--- src/rtl/mm_pkg.sv ---
// Shared definitions for the matrix multiplier datapath: default operand
// geometry and the drain state encoding used by result_regfile.
package mm_pkg;

    // Default entry width and entry count shared with the multiplier.
    localparam int MM_DATA_W = 8;
    localparam int MM_DEPTH  = 8;

    // Drain sequencer states.
    typedef enum logic [1:0] {
        ST_IDLE  = 2'd0,
        ST_DRAIN = 2'd1,
        ST_DONE  = 2'd2
    } drain_state_e;

endpackage

--- src/rtl/rf_acc_unit.sv ---
// Accumulate adder for result_regfile: adds an addend to a stored entry,
// reports the carry out of the top bit, and either wraps or saturates.
// Build option: define RESULT_REGFILE_SAT_EN to clamp at all-ones on carry.
module rf_acc_unit
    import mm_pkg::*;
#(
    parameter int DATA_W = MM_DATA_W
) (
    input  logic [DATA_W-1:0] acc_in,
    input  logic [DATA_W-1:0] addend,
    output logic [DATA_W-1:0] sum,
    output logic              carry
);

    logic [DATA_W:0] wide_sum;

    // One-bit-wider add so the carry is visible; select wrap or clamp.
    always_comb begin
        wide_sum = {1'b0, acc_in} + {1'b0, addend};
        carry    = wide_sum[DATA_W];
`ifdef RESULT_REGFILE_SAT_EN
        sum      = carry ? {DATA_W{1'b1}} : wide_sum[DATA_W-1:0];
`else
        sum      = wide_sum[DATA_W-1:0];
`endif
    end

endmodule

--- src/rtl/result_regfile.sv ---
// Result register file for the matrix multiplier. DEPTH entries written as
// overwrite or accumulate-in-place, exposed flat with per-entry valid bits,
// and streamed out in address order through a valid/ready drain port.
// Build option: RESULT_REGFILE_SAT_EN (saturating accumulate, see rf_acc_unit).
module result_regfile
    import mm_pkg::*;
#(
    parameter  int DATA_W = MM_DATA_W,
    parameter  int DEPTH  = MM_DEPTH,
    localparam int ADDR_W = $clog2(DEPTH)
) (
    input  logic                    clk,
    input  logic                    reset,
    input  logic                    clear,
    input  logic                    wr_en,
    input  logic                    wr_acc,
    input  logic [ADDR_W-1:0]       wr_addr,
    input  logic [DATA_W-1:0]       wr_data,
    output logic [DEPTH*DATA_W-1:0] contents,
    output logic [DEPTH-1:0]        valid_mask,
    output logic                    all_valid,
    output logic                    overflow,
    output logic                    wr_drop,
    input  logic                    drain_start,
    output logic                    drain_busy,
    output logic                    out_valid,
    input  logic                    out_ready,
    output logic [ADDR_W-1:0]       out_addr,
    output logic [DATA_W-1:0]       out_data,
    output logic                    drain_done
);

    localparam logic [ADDR_W-1:0] LAST_ADDR = ADDR_W'(DEPTH - 1);

    logic [DATA_W-1:0] entries_q [DEPTH];
    logic [DATA_W-1:0] entries_d [DEPTH];
    logic [DEPTH-1:0]  valid_q;
    logic [DEPTH-1:0]  valid_d;
    logic              overflow_q;
    logic              overflow_d;
    logic              wr_drop_q;
    logic              wr_drop_d;
    drain_state_e      state_q;
    drain_state_e      state_d;
    logic [ADDR_W-1:0] out_addr_q;
    logic [ADDR_W-1:0] out_addr_d;

    logic              addr_ok;
    logic              wr_ok;
    logic [ADDR_W-1:0] wr_idx;
    logic [DATA_W-1:0] acc_sum;
    logic              acc_carry;

    // Write qualification; out-of-range addresses are steered to entry 0 so
    // the accumulate read never indexes past the array (the write is dropped).
    always_comb begin
        addr_ok = (int'(wr_addr) < DEPTH);
        wr_ok   = wr_en && addr_ok && (state_q == ST_IDLE);
        wr_idx  = addr_ok ? wr_addr : '0;
    end

    rf_acc_unit #(
        .DATA_W (DATA_W)
    ) u_acc (
        .acc_in (entries_q[wr_idx]),
        .addend (wr_data),
        .sum    (acc_sum),
        .carry  (acc_carry)
    );

    // Next-state for entries, flags and the drain sequencer. Clear wins over
    // any write or drain activity in the same cycle.
    always_comb begin
        entries_d  = entries_q;
        valid_d    = valid_q;
        overflow_d = overflow_q;
        wr_drop_d  = wr_drop_q;
        state_d    = state_q;
        out_addr_d = out_addr_q;

        if (clear) begin
            for (int i = 0; i < DEPTH; i++) begin
                entries_d[i] = '0;
            end
            valid_d    = '0;
            overflow_d = 1'b0;
            wr_drop_d  = 1'b0;
            state_d    = ST_IDLE;
            out_addr_d = '0;
        end else begin
            // Writes: blocked while draining so drain data cannot change.
            if (wr_en && !wr_ok) begin
                wr_drop_d = 1'b1;
            end
            if (wr_ok) begin
                entries_d[wr_idx] = wr_acc ? acc_sum : wr_data;
                valid_d[wr_idx]   = 1'b1;
                if (wr_acc && acc_carry) begin
                    overflow_d = 1'b1;
                end
            end

            // Drain sequencer: one entry per accepted handshake, then a
            // single DONE cycle that produces the drain_done pulse.
            case (state_q)
                ST_IDLE: begin
                    if (drain_start) begin
                        state_d    = ST_DRAIN;
                        out_addr_d = '0;
                    end
                end
                ST_DRAIN: begin
                    if (out_ready) begin
                        if (out_addr_q == LAST_ADDR) begin
                            state_d = ST_DONE;
                        end else begin
                            out_addr_d = out_addr_q + ADDR_W'(1);
                        end
                    end
                end
                ST_DONE: begin
                    state_d    = ST_IDLE;
                    out_addr_d = '0;
                end
                default: begin
                    state_d    = ST_IDLE;
                    out_addr_d = '0;
                end
            endcase
        end
    end

    // State registers with synchronous reset of everything, data included.
    always_ff @(posedge clk) begin
        if (reset) begin
            for (int i = 0; i < DEPTH; i++) begin
                entries_q[i] <= '0;
            end
            valid_q    <= '0;
            overflow_q <= 1'b0;
            wr_drop_q  <= 1'b0;
            state_q    <= ST_IDLE;
            out_addr_q <= '0;
        end else begin
            entries_q  <= entries_d;
            valid_q    <= valid_d;
            overflow_q <= overflow_d;
            wr_drop_q  <= wr_drop_d;
            state_q    <= state_d;
            out_addr_q <= out_addr_d;
        end
    end

    // Flatten the entry array onto the contents bus.
    for (genvar g = 0; g < DEPTH; g++) begin : g_flat
        assign contents[g*DATA_W +: DATA_W] = entries_q[g];
    end

    assign valid_mask = valid_q;
    assign all_valid  = &valid_q;
    assign overflow   = overflow_q;
    assign wr_drop    = wr_drop_q;
    assign drain_busy = (state_q != ST_IDLE);
    assign out_valid  = (state_q == ST_DRAIN);
    assign out_addr   = out_addr_q;
    assign out_data   = entries_q[out_addr_q];
    assign drain_done = (state_q == ST_DONE);

endmodule

--- config.mk ---
export PLATFORM = sky130hd
export DESIGN_NAME = result_regfile
export DESIGN_NICKNAME = d
export VERILOG_FILES = /design/src/rtl/mm_pkg.sv /design/src/rtl/rf_acc_unit.sv /design/src/rtl/result_regfile.sv
export SDC_FILE = /design/constraint.sdc
export NUM_CORES = 1
export LEC_CHECK = 0
export CELL_PAD_IN_SITES_DETAIL_PLACEMENT = 1
export CELL_PAD_IN_SITES_GLOBAL_PLACEMENT = 2
export CORE_ASPECT_RATIO = 0.5
export CORE_MARGIN = 1
export CORE_UTILIZATION = 28
export CTS_BUF_LIST = sky130_fd_sc_hd__clkbuf_8
export DETAILED_ROUTE_END_ITERATION = 10
export PLACE_DENSITY_LB_ADDON = 0.2
export SETUP_SLACK_MARGIN = 0.4
export SYNTH_ARGS = -nofsm -noshare
export SYNTH_HDL_FRONTEND = slang
export SYNTH_SLANG_ARGS = --single-unit
export TNS_END_PERCENT = 50
--- constraint.sdc ---
create_clock -name clk -period 6.25 [get_ports clk]
set_input_delay 1.25 -clock clk [delete_from_list [all_inputs] [get_ports clk]]
set_output_delay 1.25 -clock clk [all_outputs]
set_load 0.05 [all_outputs]
==> reports/metrics.csv <==
stage,metric,value,unit
status,status,finished clean,
logic_synthesis,avgSynthCellArea,9.41,um^2
cells_and_area,antenna_cells,0,
cts,cts_setup_buffers,0,
cells_and_area,fin_nets,585,
logic_synthesis,netlist_instances,464,
sta,tns,0,ps
logic_synthesis,synth_top_area_cell,dfxtp_1,
logic_synthesis,yosys-top-cells-count,"nor2_1, dfxtp_1, o21ai_0",
detailed_routing,ant_nets,0,
power_and_ir_drop,p_per_area,186,mW/mm^2
detailed_routing,avgRoutedWirePerCell,20.1,um
detailed_routing,first_pass_iters,4,
floorplanning,start_util,29.4,%
critical_path,cp_cell_sequence,clkdlybuf4s50_1 > mux2_2 > a22oi_1 > nor2_1 > a211oi_1 > inv_1 > ha_1 > a211oi_1 > o21ai_0 > or3_1 > a31oi_4 > o21ai_0,
sta,max_slew.worst_pin.slew,930,ps
placed_design,pre_cts_ws,964,ps
global_routing,grt_max_degree,43,
cts,clk_pin_slew,90,ps
floorplanning,die_area,0.0161,mm^2
logic_synthesis,synth-seq-cells,79,
global_routing,grt_first_pass_wirelength,23500,um
detailed_routing,vias_per_cell,5.18,
logic_synthesis,ys_async_sr_fraction,0,%
floorplanning,boundaryPins,107,
critical_path,arrival,5130,ps
cells_and_area,area_growth,31.5,%
cts,clkSinkCount,79,
logic_synthesis,synth_edf_count,0,
global_routing,overflow,0,
floorplanning,fp.dieH,90.3,um
logic_synthesis,synth_ff_type,dfxtp_1,
sta,rsz0062_at_grt,no,
floorplanning,die_w,179,um
placed_design,place_hpwl,11500,um
power_and_ir_drop,p_leak,0.00203,uW
sta,post-route-period-util,78.3,%
critical_path,cpMaxStageDelayCell,clkdlybuf4s50_1,
global_routing,antenna_found_initial,0,
cts,cts_repair_resize_count,0,
sta,fin_worst_skew,9.68,ps
cells_and_area,fill_cells,1689,
critical_path,r2r_start,contents[17]$_SDFFE_PP0P_,
logic_synthesis,post-synth-top-count-cell,nor2_1,
sta,hold_ws,473,ps
cts,cts_buffers,9,
floorplanning,core,0.0149,mm^2
cts,cts_root_buffer,clkbuf_8,
hold_path,holdCritStartpoint,overflow$_SDFFE_PP0P_,
cts,cts_hold_buf,0,
detailed_routing,routed_wl,15300,um
logic_synthesis,yosysWarnings,0,
global_routing,grtUsageTotal,19.5,%
power_and_ir_drop,finalPower,1070,uW
logic_synthesis,synth_top_area_share,36.2,%
cells_and_area,drive_gt1_share,14.8,%
logic_synthesis,yosysSeqAreaShare,36.2,%
logic_synthesis,synth_area,0.00437,mm^2
power_and_ir_drop,ir_drop,0.0796,mV
critical_path,r2r_cells,11,
placed_design,portBuffers,106,
logic_synthesis,synthTopCellsByArea,"dfxtp_1, mux4_2, nor2_1",
critical_path,worstPathRequired,6490,ps
placed_design,place_congestion,0.825,
cts,htreeDepth,3,
critical_path,endpoint_kind,flip-flop,
job,drv_cap,0,
sta,maxSlewViolCount,0,
logic_synthesis,synth.distinct_cells,55,
hold_path,hp-class,reg2reg,
critical_path,r2r_slack,3050,ps
sta,finalCriticalPeriod,4890,ps
cts,clock_path_buffers,2,
cells_and_area,fin_util,38.7,%
floorplanning,std_cell_rows,31,
detailed_routing,vias,3929,
critical_path,critPathLaunchType,primary input,
logic_synthesis,syn-num-nets,493,
critical_path,worst-path-max-fanout,15,
hold_path,hold_depth,1,
detailed_routing,first_iter_violations,161,
critical_path,worst_r2r_endpoint,contents[7]$_SDFFE_PP0P_,
critical_path,crit_path_max_incr_delay,1000,ps
sta,fmax,0.204,GHz
global_routing,grt_pass1_vias,4005,
hold_path,whs_endpoint,overflow$_SDFFE_PP0P_,
cts,clk_latency,350,ps
sta,hold_viol_final,0,
critical_path,critPathKind,in2reg,
sta,layout_setup_ws,1360,ps
cts,tritoncts,yes,
sta,setup_viol,0,
detailed_routing,drc,0,
sta,relSlewSlack,37.5,%
[final cells by class]
class / instances / area, um^2 / area share [%]
clock buffer: 9 / 124 / 2.16
tap: 198 / 248 / 4.31
inverter: 10 / 37.5 / 0.654
timing repair buffer: 114 / 1120 / 19.5
multi-input combinational: 342 / 2560 / 44.5
sequential: 79 / 1580 / 27.5
clock inverter: 7 / 73.8 / 1.29
[where the power goes]
part / switching [uW] / leakage (uW) / total, uW / internal, uW
sequential: 7.42 / 0.000638 / 517 / 509
combinational: 104 / 0.00130 / 159 / 54.9
clock: 206 / 0.0000933 / 391 / 185
[per-layer routing]
| layer | share of wire, % | track usage, % |
|---|---|---|
| met1 | 49 | 28.4 |
| met2 | 44 | 28.9 |
| met3 | 6.3 | 4.63 |
| met4 | 0.37 | 4.24 |
| met5 | 0 | 0 |
[cell families (layout without fill, tap and decap cells)]
logic type / Yosys count / in the layout / synth area share (%)
AND/OR/NAND/NOR: 170 / 170 / 19.1
flip-flops: 79 / 79 / 36.2
multiplexers: 49 / 49 / 19.7
AO/OA/AOI/OAI: 111 / 111 / 16.2
XOR/XNOR: 1 / 1 / 0.201
adder cells (fa/ha/maj): 11 / 11 / 3.32
buffers and inverters: 43 / 140 / 5.27
[flip-flops by register name (all words and copies together) (netlist names)]
name	flops
state_q	2
out_addr	3
contents	64
overflow	1
wr_drop	1
valid_mask	8
[critical path: cells and delay by family]
family	cells	cell delay [ps]
adders and majority gates	1	300
buffers and inverters	2	1090
and+or+nand+nor	2	470
muxes	1	420
AOI/OAI and AO/OA	6	1600
[how the worst max path moves through the flow]
stage,from,end,cells past startpoint
after floorplan,wr_addr[0],contents[31]$_SDFFE_PP0P_,12
after global placement,wr_addr[0],contents[7]$_SDFFE_PP0P_,12
after detailed placement,wr_addr[0],contents[31]$_SDFFE_PP0P_,12
after CTS,wr_addr[0],contents[7]$_SDFFE_PP0P_,12
after global routing,wr_addr[0],contents[31]$_SDFFE_PP0P_,12
final,wr_addr[0],contents[7]$_SDFFE_PP0P_,12
[placed cells by master, fill, tap and decap left out, drive strengths merged, types with 2 or more instances in the layout]
master | synthesis | final
inv | 10 | 12
a21oi | 21 | 21
a211oi | 27 | 27
clkinvlp | 0 | 3
a311oi | 3 | 3
nor4 | 2 | 2
or2 | 2 | 2
mux2i | 6 | 6
dfxtp | 79 | 79
clkdlybuf4s50 | 0 | 106
a21o | 3 | 3
a31oi | 3 | 3
nand3 | 15 | 15
nand2b | 2 | 2
nand4 | 5 | 5
nor3 | 6 | 6
buf | 24 | 8
nor2 | 103 | 103
ha | 10 | 10
mux2 | 15 | 15
mux4 | 28 | 28
and3 | 4 | 4
nand2 | 13 | 13
or3 | 6 | 6
nor2b | 4 | 4
o21ai | 45 | 45
o211ai | 3 | 3
and2b | 2 | 2
clkbuf | 9 | 9
[metrics by stage]
| step | instances | cell area [um^2] |
|---|---|---|
| final | 759 | 5740 |
| after global routing | 759 | 5740 |
| after CTS | 759 | 5740 |
| after detailed placement | 743 | 5550 |
| after global placement | 743 | 5550 |
| after floorplan | 464 | 4370 |
Note: power is estimated with default switching activity, not from simulation.
